## src/rtl/alu_pkg.sv

```systemverilog
// Shared definitions for the RV32IM ALU: datapath width, opcode codes and
// the divide-by-zero result constant.
package alu_pkg;

  localparam int XLEN = 32;

  localparam logic [4:0] ALU_ADD    = 5'd0;
  localparam logic [4:0] ALU_SUB    = 5'd1;
  localparam logic [4:0] ALU_SLL    = 5'd2;
  localparam logic [4:0] ALU_XOR    = 5'd3;
  localparam logic [4:0] ALU_SRL    = 5'd4;
  localparam logic [4:0] ALU_SRA    = 5'd5;
  localparam logic [4:0] ALU_OR     = 5'd6;
  localparam logic [4:0] ALU_AND    = 5'd7;
  localparam logic [4:0] ALU_SLT    = 5'd8;
  localparam logic [4:0] ALU_SLTU   = 5'd9;
  localparam logic [4:0] ALU_MULHU  = 5'd16;
  localparam logic [4:0] ALU_MULHSU = 5'd17;
  localparam logic [4:0] ALU_MULH   = 5'd18;
  localparam logic [4:0] ALU_MUL    = 5'd22;
  localparam logic [4:0] ALU_DIV    = 5'd24;
  localparam logic [4:0] ALU_DIVU   = 5'd26;
  localparam logic [4:0] ALU_REM    = 5'd28;
  localparam logic [4:0] ALU_REMU   = 5'd30;

  localparam logic [XLEN-1:0] DIV_BY_ZERO = 32'hFFFF_FFFF;

endpackage

```

## src/rtl/alu_muldiv.sv

```systemverilog
// Combinational M-extension unit: multiply high/low, signed/unsigned divide
// and remainder, sharing one 64-bit multiplier and one unsigned divider.
module alu_muldiv
  import alu_pkg::*;
(
  input  logic [4:0]      op,
  input  logic [XLEN-1:0] a,
  input  logic [XLEN-1:0] b,
  output logic [XLEN-1:0] result
);

  logic              a_signed, b_signed;
  logic signed [XLEN:0]     a_ext, b_ext;
  logic signed [2*XLEN-1:0] a_wide, b_wide, product;

  assign a_signed = (op == ALU_MULH) || (op == ALU_MULHSU);
  assign b_signed = (op == ALU_MULH);
  assign a_ext    = {a_signed & a[XLEN-1], a};
  assign b_ext    = {b_signed & b[XLEN-1], b};
  assign a_wide   = {{(XLEN-1){a_ext[XLEN]}}, a_ext};
  assign b_wide   = {{(XLEN-1){b_ext[XLEN]}}, b_ext};
  assign product  = a_wide * b_wide;

  // Signed division runs on magnitudes; the overflow case falls out naturally
  // because |0x80000000| = 0x80000000 and the quotient sign stays positive.
  logic            div_signed, a_neg, b_neg;
  logic [XLEN-1:0] a_mag, b_mag, b_safe, quot_mag, rem_mag, quot, rem;

  assign div_signed = (op == ALU_DIV) || (op == ALU_REM);
  assign a_neg      = div_signed & a[XLEN-1];
  assign b_neg      = div_signed & b[XLEN-1];
  assign a_mag      = a_neg ? -a : a;
  assign b_mag      = b_neg ? -b : b;
  assign b_safe     = (b == '0) ? {{(XLEN-1){1'b0}}, 1'b1} : b_mag;
  assign quot_mag   = a_mag / b_safe;
  assign rem_mag    = a_mag % b_safe;
  assign quot       = (a_neg ^ b_neg) ? -quot_mag : quot_mag;
  assign rem        = a_neg ? -rem_mag : rem_mag;

  always_comb begin
    result = '0;
    case (op)
      ALU_MUL:                      result = product[XLEN-1:0];
      ALU_MULH, ALU_MULHSU, ALU_MULHU: result = product[2*XLEN-1:XLEN];
      ALU_DIV, ALU_DIVU:            result = (b == '0) ? DIV_BY_ZERO : quot;
      ALU_REM, ALU_REMU:            result = (b == '0) ? a : rem;
      default:                      result = '0;
    endcase
  end

endmodule

```

## src/rtl/alu.sv

```systemverilog
// RV32IM execute-stage ALU with a single registered output (one-cycle latency).
// Define ALU_MULDIV_EN to build the multiply/divide unit; otherwise those ops return 0.
module alu
  import alu_pkg::*;
(
  input  logic            clk,
  input  logic            rst_n,
  input  logic [4:0]      aluop,
  input  logic [XLEN-1:0] aluin1,
  input  logic [XLEN-1:0] aluin2,
  output logic [XLEN-1:0] aluout
);

  logic [XLEN-1:0] base_result, md_result, result_next, aluout_reg;
  logic [4:0]      shamt;

  assign shamt = aluin2[4:0];

  always_comb begin
    base_result = '0;
    case (aluop)
      ALU_ADD:  base_result = aluin1 + aluin2;
      ALU_SUB:  base_result = aluin1 - aluin2;
      ALU_SLL:  base_result = aluin1 << shamt;
      ALU_XOR:  base_result = aluin1 ^ aluin2;
      ALU_SRL:  base_result = aluin1 >> shamt;
      ALU_SRA:  base_result = $signed(aluin1) >>> shamt;
      ALU_OR:   base_result = aluin1 | aluin2;
      ALU_AND:  base_result = aluin1 & aluin2;
      ALU_SLT:  base_result = {{(XLEN-1){1'b0}}, $signed(aluin1) < $signed(aluin2)};
      ALU_SLTU: base_result = {{(XLEN-1){1'b0}}, aluin1 < aluin2};
      default:  base_result = '0;
    endcase
  end

`ifdef ALU_MULDIV_EN
  alu_muldiv u_muldiv (
    .op     (aluop),
    .a      (aluin1),
    .b      (aluin2),
    .result (md_result)
  );
`else
  assign md_result = '0;
`endif

  // Every M-extension code has bit 4 set; no base op does.
  assign result_next = aluop[4] ? md_result : base_result;

  always_ff @(posedge clk) begin
    if (!rst_n) aluout_reg <= '0;
    else        aluout_reg <= result_next;
  end

  assign aluout = aluout_reg;

endmodule

```

## config.mk

```make
export PLATFORM = sky130hd
export DESIGN_NAME = alu
export DESIGN_NICKNAME = d
export VERILOG_FILES = /design/src/rtl/alu_pkg.sv /design/src/rtl/alu_muldiv.sv /design/src/rtl/alu.sv
export SDC_FILE = /design/constraint.sdc
export NUM_CORES = 1
export LEC_CHECK = 0
export BUFFER_PORTS_ARGS = -buffer_cell sky130_fd_sc_hd__buf_4
export CORE_AREA = 2 2 141 143
export DETAILED_ROUTE_END_ITERATION = 10
export DIE_AREA = 0 0 143 145
export PLACE_DENSITY = 0.72
export SYNTH_ARGS = -nofsm -noshare
export SYNTH_HDL_FRONTEND = slang
export SYNTH_SLANG_ARGS = --single-unit
```

## constraint.sdc

```tcl
create_clock -name clk -period 4.64 [get_ports clk]
set_input_delay 0.232 -clock clk [delete_from_list [all_inputs] [get_ports clk]]
set_output_delay 0.232 -clock clk [all_outputs]
set_load 0.03 [all_outputs]
```

==> results of run 1 <==
## stage by stage
| stage | hold slack [ps] | setup WS (ps) | utilization | std cells | power (W) |
|---|---|---|---|---|---|
| CTS | 520 | 1340 | 0.539 | 1681 | 0.00171 |
| floorplan | 551 | 835 | - | 1401 | 0.00102 |
| global placement | 661 | 1070 | 0.531 | 1673 | 0.00135 |
| detailed placement | 660 | 1050 | 0.531 | 1673 | 0.00135 |
| finish | 525 | 1200 | 0.539 | 1681 | 0.00174 |
| global route | 547 | 1010 | 0.539 | 1681 | 0.00184 |
## cell usage after synthesis, types with 24 or more instances
cell | count | share of area
mux4_2 | 34 | 0.081
mux2i_1 | 47 | 0.050
ha_1 | 99 | 0.13
a211oi_1 | 28 | 0.022
inv_1 | 94 | 0.037
o21ai_0 | 119 | 0.063
clkbuf_1 | 71 | 0.028
a21oi_1 | 155 | 0.082
nor3_1 | 30 | 0.016
nor2_1 | 182 | 0.072
dfxtp_1 | 32 | 0.068
o211ai_1 | 24 | 0.019
nand2_1 | 138 | 0.055
## kinds of logic (layout without fill, tap and decap cells)
kind of cell             count (synthesis)  after routing  synth area share
XOR/XNOR                                18             18            0.0167
AND/OR/NAND/NOR                        452            452             0.212
flip-flops                              32             32            0.0679
buffers and inverters                  207            222            0.0876
adder cells (fa/ha/maj)                101            101             0.136
multiplexers                            90             90             0.142
AO/OA/AOI/OAI                          501            501             0.339
## how the worst max path moves through the flow
stage,from,slack [ps],depth (start not counted),to
2_1_floorplan,aluin2[2],840,17,aluout[30]
3_3_place_gp,aluin2[4],1070,12,aluout[17]
3_5_place_dp,aluin2[4],1050,12,aluout[17]
4_1_cts,aluin2[4],1340,12,aluout[17]
5_1_grt,aluin2[4],1010,13,aluout[29]
6_report,aluin2[4],1200,12,aluout[17]
## worst max-delay path: stages
cell,delay (ps)
buf_4,380
clkinv_1,170
ha_1,450
inv_1,120
a2111oi_0,580
a21oi_1,220
a21oi_1,330
nand2_1,150
xnor2_1,160
nor2_1,80
a2111oi_0,570
a21oi_1,120
## layer usage
layer,global-route usage,wire [um]
met1,0.496,15800
met2,0.565,17200
met3,0.0601,3740
met4,0.188,2410
met5,0,0
## layout make-up
cell class,instances,share of cell area
multi-input cells,1162,0.771
repair buffers,119,0.0863
flip-flops and latches,32,0.0619
inverters,95,0.0344
well taps,265,0.0320
clock buffers,8,0.0141
## power groups by stage
stage                     combinational, W  clock (W)  sequential [W]
after floorplan                   0.000721          0        0.000303
after global placement             0.00106          0        0.000290
after detailed placement           0.00106          0        0.000290
after CTS                          0.00107   0.000360        0.000284
after global routing               0.00119   0.000370        0.000284
final                              0.00110   0.000355        0.000284
==> impl_metrics.py, run 1 <==
metrics = {
    "cts": {
        "post_cts_resized": 0,
        "cts-root-buf": "clkbuf_16",
        "hold_buffers": 0,
        "cts_buffers": 5,
        "cts_tree": "done",
        "clock_sinks": 32,
        "cts_setup_buffers": 0,
        "clk_pin_slew_ps": 60,
        "htreeDepth": 2,
        "clock_path_buffers": 2,
    },
    "final_layout": {
        "syn2layout_area_growth_pct": 9.72,
        "multi_input_area_um2": 7990,
        "largest_reg_flops": 32,
        "drive_gt1_frac": 0.131,
        "fill_cells": 1954,
        "stdcell_area_um2": 10400,
        "diodes": 0,
        "ff_latch_area_um2": 641,
        "layout.nets": 1587,
        "layout_commonest_cell": "nor2_1",
        "final_cell_mix": "nor2_1 (182), a21oi_1 (155), nand2_1 (138)",
    },
    "min_path": {
        "min_from": "aluin2[9]",
        "hold_class": "in -> reg",
        "worstHoldEndpoint": "aluout[9]",
        "whs_path_depth": 4,
    },
    "detailed_routing": {
        "dr.pass1.iters": 6,
        "drc": 0,
        "via_per_inst": 6.60,
        "drt_iter0_drc": 1426,
        "vias": 11091,
        "totalWireLength_um": 39100,
        "route.antenna.remaining_nets": 0,
        "wire_per_inst_um": 23.3,
    },
    "synthesis": {
        "avgSynthCellArea_um2": 6.74,
        "synthFlopType": "dfxtp_1",
        "synth_seq_area_share": 0.0679,
        "synthDistinctLibCells": 81,
        "synth_fp_nets": 1573,
        "async_flop_share": 0,
        "netlist_area_um2": 9440,
        "yosys_warnings": 0,
        "syn_inst": 1401,
        "synth-seq-cells": 32,
        "synth_edf_count": 0,
    },
    "floorplan": {
        "row_count": 51,
        "die_y_um": 145,
        "initial_core_util": 0.491,
        "dieArea_um2": 20700,
        "fp.dieW_um": 143,
        "core_um2": 19200,
        "ioPinCount": 103,
    },
    "power_and_ir_drop": {
        "pwr-share-clk": 0.204,
        "leakagePower_nw": 4.47,
        "switching_power_w": 0.000850,
        "seqPwrFrac": 0.163,
        "p_int_w": 0.000890,
        "combPwrFrac": 0.633,
        "ir_drop_v": 0.000172,
        "power_density_nw_per_um2": 168,
        "switching_share": 0.488,
    },
    "placed_design": {
        "globalplace.congestion": 1.05,
        "dpl.hpwl_um": 30300,
        "placed_area_um2": 10200,
        "port_buffers": 102,
    },
    "global_route": {
        "grt_pass1_vias": 10072,
        "grt_max_degree": 76,
        "grtUsageTotal": 0.369,
        "overflow": 0,
        "grt_antenna_before_repair": 0,
        "grt_pass1_wl_um": 59400,
    },
    "outcome": {
        "status": "finished, final reports clean",
    },
    "worst_setup_path": {
        "worstSetupStartpointType": "input pin",
        "cp-end-kind": "flop",
        "critPathKind": "in -> reg",
        "worstPathArrival_ps": 3590,
        "cp_max_fo": 45,
        "worstPathRequired_ps": 4790,
    },
    "sta": {
        "hold_violations": 0,
        "final-setup-viol-count": 0,
        "fmaxAchievable_mhz": 291,
        "finalMaxSlewViolations": 0,
        "tightest_slew_ps": 1040,
        "max_slew_margin": 0.307,
        "period_share": 0.740,
        "fin_crit_ps": 3440,
        "rsz0062_at_grt": "false",
        "finalSetupTns_ps": 0,
    },
    "run": {
        "drv_cap": 0,
    },
}
No activity file was read; power rests on OpenSTA's default activity.
==> inputs of run 2 (changes only) <==
--- a/config.mk
+++ b/config.mk
@@ -5,11 +5,12 @@
 export SDC_FILE = /design/constraint.sdc
 export NUM_CORES = 1
 export LEC_CHECK = 0
+export ABC_AREA = 1
 export BUFFER_PORTS_ARGS = -buffer_cell sky130_fd_sc_hd__buf_4
-export CORE_AREA = 2 2 141 143
+export CORE_AREA = 2 2 152 154
 export DETAILED_ROUTE_END_ITERATION = 10
-export DIE_AREA = 0 0 143 145
-export PLACE_DENSITY = 0.72
+export DIE_AREA = 0 0 154 156
+export PLACE_DENSITY = 0.74
 export SYNTH_ARGS = -nofsm -noshare
 export SYNTH_HDL_FRONTEND = slang
 export SYNTH_SLANG_ARGS = --single-unit
==> constraint.sdc (replaced) <==
create_clock -name clk -period 3 [get_ports clk]
set_input_delay 0.15 -clock clk [delete_from_list [all_inputs] [get_ports clk]]
set_output_delay 0.15 -clock clk [all_outputs]
set_load 0.03 [all_outputs]
==> run 2 against run 1 <==
Area after synthesis up 17%. Clock power rose by 63%. Global-route usage is 6.0 points higher. First-iteration DRC count is 48% higher. Count of clock-buffer cells in the layout fell by 3. Wire length rose by 34%. Critical path depth is 4 higher. Critical endpoint is now aluout[28]. Largest cell class unchanged. Highest routed layer is now met5.
==> impl_metrics.py, run 2 <==
metrics = {
    "detailed_routing": {
        "wire_per_inst_um": 20.8,
        "via_per_inst": 5.90,
        "drc": 0,
        "dr.pass1.iters": 8,
        "vias": 14855,
        "drt_iter0_drc": 2116,
        "route.antenna.remaining_nets": 0,
        "totalWireLength_um": 52400,
    },
    "cts": {
        "post_cts_resized": 0,
        "clock_sinks": 32,
        "htreeDepth": 2,
        "cts-root-buf": "clkbuf_16",
        "cts_setup_buffers": 0,
        "clk_pin_slew_ps": 70,
        "cts_tree": "done",
        "hold_buffers": 0,
        "cts_buffers": 5,
        "clock_path_buffers": 2,
    },
    "synthesis": {
        "netlist_area_um2": 11000,
        "synth_edf_count": 0,
        "synth_top_area_frac": 0.258,
        "yosys_warnings": 0,
        "synth_seq_area_share": 0.0580,
        "async_flop_share": 0,
        "ys_top_cells_by_count": "nand2_1 (758), nand3_1 (406), inv_1 (310), nor2_1 (196), ha_1 (99)",
        "synthFlopType": "dfxtp_1",
        "yosys.area.top_type": "nand2_1",
        "synth-seq-cells": 32,
        "avgSynthCellArea_um2": 5.05,
        "syn_inst": 2186,
        "synthTopCellsByArea": "nand2_1 (26%), nand3_1 (18%), ha_1 (11%), inv_1 (11%), nor2_1 (6.7%)",
        "synth_fp_nets": 2358,
        "synthDistinctLibCells": 51,
        "yosysMostFrequentCell": "nand2_1",
    },
    "worst_setup_path": {
        "crit_top_cell": "nand2_1",
        "cp_max_fo": 22,
        "worstPathArrival_ps": 2790,
        "cp-end-kind": "flop",
        "worstSetupStartpointType": "input pin",
        "critPathMaxStageDelay_ps": 490,
        "critPathKind": "in -> reg",
        "path_cells": "buf_4 > ha_1 > fa_1 > nand3_1 > nand3_1 > nand2_1 > nand2_1 > nand2_1 > nand2_1 > nand2_1 > nand2_1 > nand2_1 > nand3_1 > nand2_1 > nor2_1 > nor2_1",
        "worstPathRequired_ps": 3190,
        "slowest_stage": "ha_1",
    },
    "power_and_ir_drop": {
        "p_total_w": 0.00290,
        "ir_drop_v": 0.000179,
        "power_density_nw_per_um2": 241,
        "leakagePower_nw": 7.00,
    },
    "floorplan": {
        "row_count": 55,
        "die_y_um": 156,
        "core_um2": 22400,
        "fp.dieW_um": 154,
        "dieArea_um2": 24000,
        "ioPinCount": 103,
        "initial_core_util": 0.494,
    },
    "sta": {
        "tightest_slew_ps": 775,
        "fin_crit_ps": 2600,
        "fmaxAchievable_mhz": 385,
        "finalMaxSlewViolations": 0,
        "finalSetupTns_ps": 0,
        "period_share": 0.865,
        "final-setup-viol-count": 0,
        "hold_violations": 0,
        "max_slew_margin": 0.482,
        "rsz0062_at_grt": "false",
    },
    "final_layout": {
        "diodes": 0,
        "layout_commonest_cell": "nand2_1",
        "largest_reg_flops": 32,
        "drive_gt1_frac": 0.0766,
        "utilization": 0.538,
        "final_cell_mix": "nand2_1 (758), nand3_1 (406), inv_1 (310)",
        "syn2layout_area_growth_pct": 9.05,
        "stdcell_area_um2": 12000,
        "layout.nets": 2402,
    },
    "placed_design": {
        "globalplace.congestion": 1.07,
        "port_buffers": 102,
        "dpl.hpwl_um": 43100,
        "placed_area_um2": 11900,
    },
    "global_route": {
        "grtUsageTotal": 0.428,
        "grt_pass1_wl_um": 78800,
        "grt_antenna_before_repair": 1,
        "grt_pass1_vias": 13418,
        "grt_max_degree": 70,
        "overflow": 0,
    },
    "run": {
        "drv_cap": 0,
    },
    "min_path": {
        "hold_class": "in -> reg",
    },
    "outcome": {
        "status": "finished, final reports clean",
    },
}
[run 2: changes by cell type after synthesis, moves of 47 or more]
cell | before | now
o21ai_0 | 119 | 45
nand3_1 | 19 | 406
nand2_1 | 138 | 758
mux2i_1 | 47 | 0
inv_1 | 94 | 310
clkbuf_1 | 71 | 9
a21oi_1 | 155 | 74
[run 2: final timing paths]
path	end	slack [ps]	cells after the start	startpoint
setup / recovery	aluout[28]	400	16	aluin2[0]
hold / removal	aluout[0]	190	4	aluop[4]
[run 2: critical path, delay by kind of cell]
family                   cells  cell delay [ps]
buffers and inverters        1              270
AND/OR/NAND/NOR             13             1460
adder cells (fa/ha/maj)      2              880
[run 2: final cells by class]
type | count | area (um^2)
fill | 2481 | 10300
multi-input combinational | 1737 | 8640
inverter | 323 | 1230
timing repair buffer | 131 | 1020
sequential | 32 | 641
tap | 285 | 357
clock buffer | 5 | 125
clock inverter | 3 | 23.8
[run 2: per-stage QoR]
stage	hold slack, ps	worst slack [ps]	std cells
finish	186	405	2516
CTS	189	569	2516
detailed placement	500	260	2508
floorplan	340	801	2186
global placement	495	267	2508
global route	213	333	2516
[run 2: power by group]
group          internal [W]  switching, W  total (W)
sequential         0.000436    0.00000566   0.000442
clock              0.000311      0.000269   0.000580
combinational      0.000546       0.00133    0.00187
[run 2: layer usage]
| layer | share of wire | global-route usage | vias up | wire (um) |
|---|---|---|---|---|
| li1 | - | - | 7053 | - |
| met1 | 0.41 | 0.583 | 6581 | 21400 |
| met2 | 0.42 | 0.658 | 1058 | 21800 |
| met3 | 0.12 | 0.0758 | 161 | 6450 |
| met4 | 0.052 | 0.195 | 2 | 2750 |
| met5 | 0.00032 | 0 | - | 17 |
[run 2: logic make-up after synthesis]
logic type	share of synthesized area
flops	0.0580
xor+xnor	0.00317
simple gates	0.559
compound gates	0.105
buf+inv	0.159
fa+ha+maj	0.116
==> inputs of run 3 (changes only) <==
==> constraint.sdc (replaced) <==
create_clock -name clk -period 2.1 [get_ports clk]
set_input_delay 0.105 -clock clk [delete_from_list [all_inputs] [get_ports clk]]
set_output_delay 0.105 -clock clk [all_outputs]
set_load 0.03 [all_outputs]
==> run 3 against run 2 <==
Power up 67%. Clock power up 57%. Sequential cell count unchanged. Worst hold slack worse by 36 ps.
==> impl_metrics.py, run 3 (same netlist as run 2, synthesis figures left out) <==
metrics = {
    "outcome": {
        "status": "finished, final reports clean",
    },
    "placed_design": {
        "port_buffers": 102,
        "post-place-ws_ps": -146,
        "dpl.hpwl_um": 47200,
        "globalplace.congestion": 1.10,
    },
    "detailed_routing": {
        "wire_per_inst_um": 20.0,
        "totalWireLength_um": 56200,
        "route.antenna.remaining_nets": 0,
        "via_per_inst": 5.75,
        "drt_iter0_drc": 2289,
        "vias": 16141,
        "dr.pass1.iters": 6,
        "drc": 0,
    },
    "final_layout": {
        "layout.nets": 2691,
        "largest_reg_flops": 32,
        "diodes": 0,
        "drive_gt1_frac": 0.187,
        "final_cell_mix": "nand2_1 (758), buf_4 (412), nand3_1 (403)",
        "syn2layout_area_growth_pct": 29.8,
        "layout_commonest_cell": "nand2_1",
    },
    "cts": {
        "clock_path_buffers": 2,
        "clk_pin_slew_ps": 70,
        "cts_buffers": 5,
        "clock_sinks": 32,
        "cts-root-buf": "clkbuf_16",
        "htreeDepth": 2,
        "cts_tree": "done",
    },
    "sta": {
        "timing.hold.ws_ps": 150,
        "fin_crit_ps": 1940,
        "max_slew_margin": 0.582,
        "period_share": 0.926,
        "fmaxAchievable_mhz": 514,
        "finalMaxSlewViolations": 0,
        "timing.final.ws_setup_ps": 156,
        "final-setup-viol-count": 0,
        "tightest_slew_ps": 624,
        "hold_violations": 0,
    },
    "global_route": {
        "grt_pass1_vias": 14815,
        "grt_antenna_before_repair": 0,
        "overflow": 0,
        "grt_pass1_wl_um": 85000,
        "grt_max_degree": 57,
        "grtUsageTotal": 0.463,
    },
    "worst_setup_path": {
        "critPathMaxStageDelay_ps": 520,
        "worstSetupStartpointType": "input pin",
        "slowest_stage": "nor2_1",
        "path_cells": "buf_4 > inv_1 > buf_4 > buf_4 > nor2_1 > inv_1 > buf_4 > o2111ai_1 > nor2_1 > nand2_1 > nor2_1 > nor2_1",
        "cp-end-kind": "flop",
        "worstPathRequired_ps": 2330,
        "cp_max_fo": 21,
        "worstPathArrival_ps": 2180,
        "critPathKind": "in -> reg",
    },
    "power_and_ir_drop": {
        "switching_share": 0.498,
        "seqPwrFrac": 0.130,
        "ir_drop_v": 0.000275,
        "pwr-share-clk": 0.188,
        "p_int_w": 0.00243,
        "power_density_nw_per_um2": 338,
        "combPwrFrac": 0.681,
        "switching_power_w": 0.00241,
        "leakagePower_nw": 8.42,
    },
    "floorplan": {
        "dieArea_um2": 24000,
        "ioPinCount": 103,
        "fp.dieW_um": 154,
        "initial_core_util": 0.494,
        "row_count": 55,
        "die_y_um": 156,
        "core_um2": 22400,
    },
    "run": {
        "drv_cap": 0,
    },
    "min_path": {
        "hold_class": "in -> reg",
    },
}
run 3: worst max-delay path: cells and delay by family:
family                 cells  cell delay [ps]
AND/OR/NAND/NOR            5              990
buffers and inverters      6              880
AO/OA/AOI/OAI              1              180
run 3: stage by stage:
| step | utilization | instance area (um^2) | TNS [ps] | total power, W | cells |
|---|---|---|---|---|---|
| 2_1_floorplan | - | 11000 | 0 | 0.00235 | 2186 |
| 3_3_place_gp | 0.631 | 14100 | -1010 | 0.00374 | 2797 |
| 3_5_place_dp | 0.631 | 14100 | -1330 | 0.00378 | 2797 |
| 4_1_cts | 0.639 | 14300 | 0 | 0.00469 | 2805 |
| 5_1_grt | 0.641 | 14300 | -2.49 | 0.00511 | 2805 |
| 6_report | 0.641 | 14300 | 0 | 0.00484 | 2805 |
run 3: final cells by class:
type,count,area [um^2]
flip-flops and latches,32,641
inverters,323,1230
clock inverters,3,42.5
repair buffers,420,3250
clock buffers,5,125
well taps,285,357
fillers,2283,8040
multi-input cells,1737,8690
run 3: path summary, 6_finish.rpt:
check                     to  slack, ps  startpoint  depth (start not counted)
hold / removal     aluout[0]        150    aluop[4]                          4
setup / recovery  aluout[21]        160   aluin2[4]                         12
run 3: power groups by stage:
stage / logic, W / clock network (W) / registers, W
after floorplan: 0.00168 / 0 / 0.000674
after global routing: 0.00355 / 0.000933 / 0.000632
final: 0.00330 / 0.000911 / 0.000631
after CTS: 0.00316 / 0.000906 / 0.000631
after global placement: 0.00310 / 0 / 0.000645
after detailed placement: 0.00314 / 0 / 0.000645
run 3: repair_timing:
item,4_1_cts,5_1_grt
endpoints found under the setup margin,0,12
hold buffers,0,0
setup buffers,0,0
gates resized for setup,0,13
run 3: per-layer routing:
layer | part of all wire | wire length (um) | track usage | vias up
li1 | - | - | - | 7633
met1 | 0.40 | 22400 | 0.614 | 7138
met2 | 0.41 | 23100 | 0.710 | 1178
met3 | 0.13 | 7140 | 0.0883 | 192
met4 | 0.063 | 3540 | 0.245 | 0
met5 | 0 | 0 | 0 | -
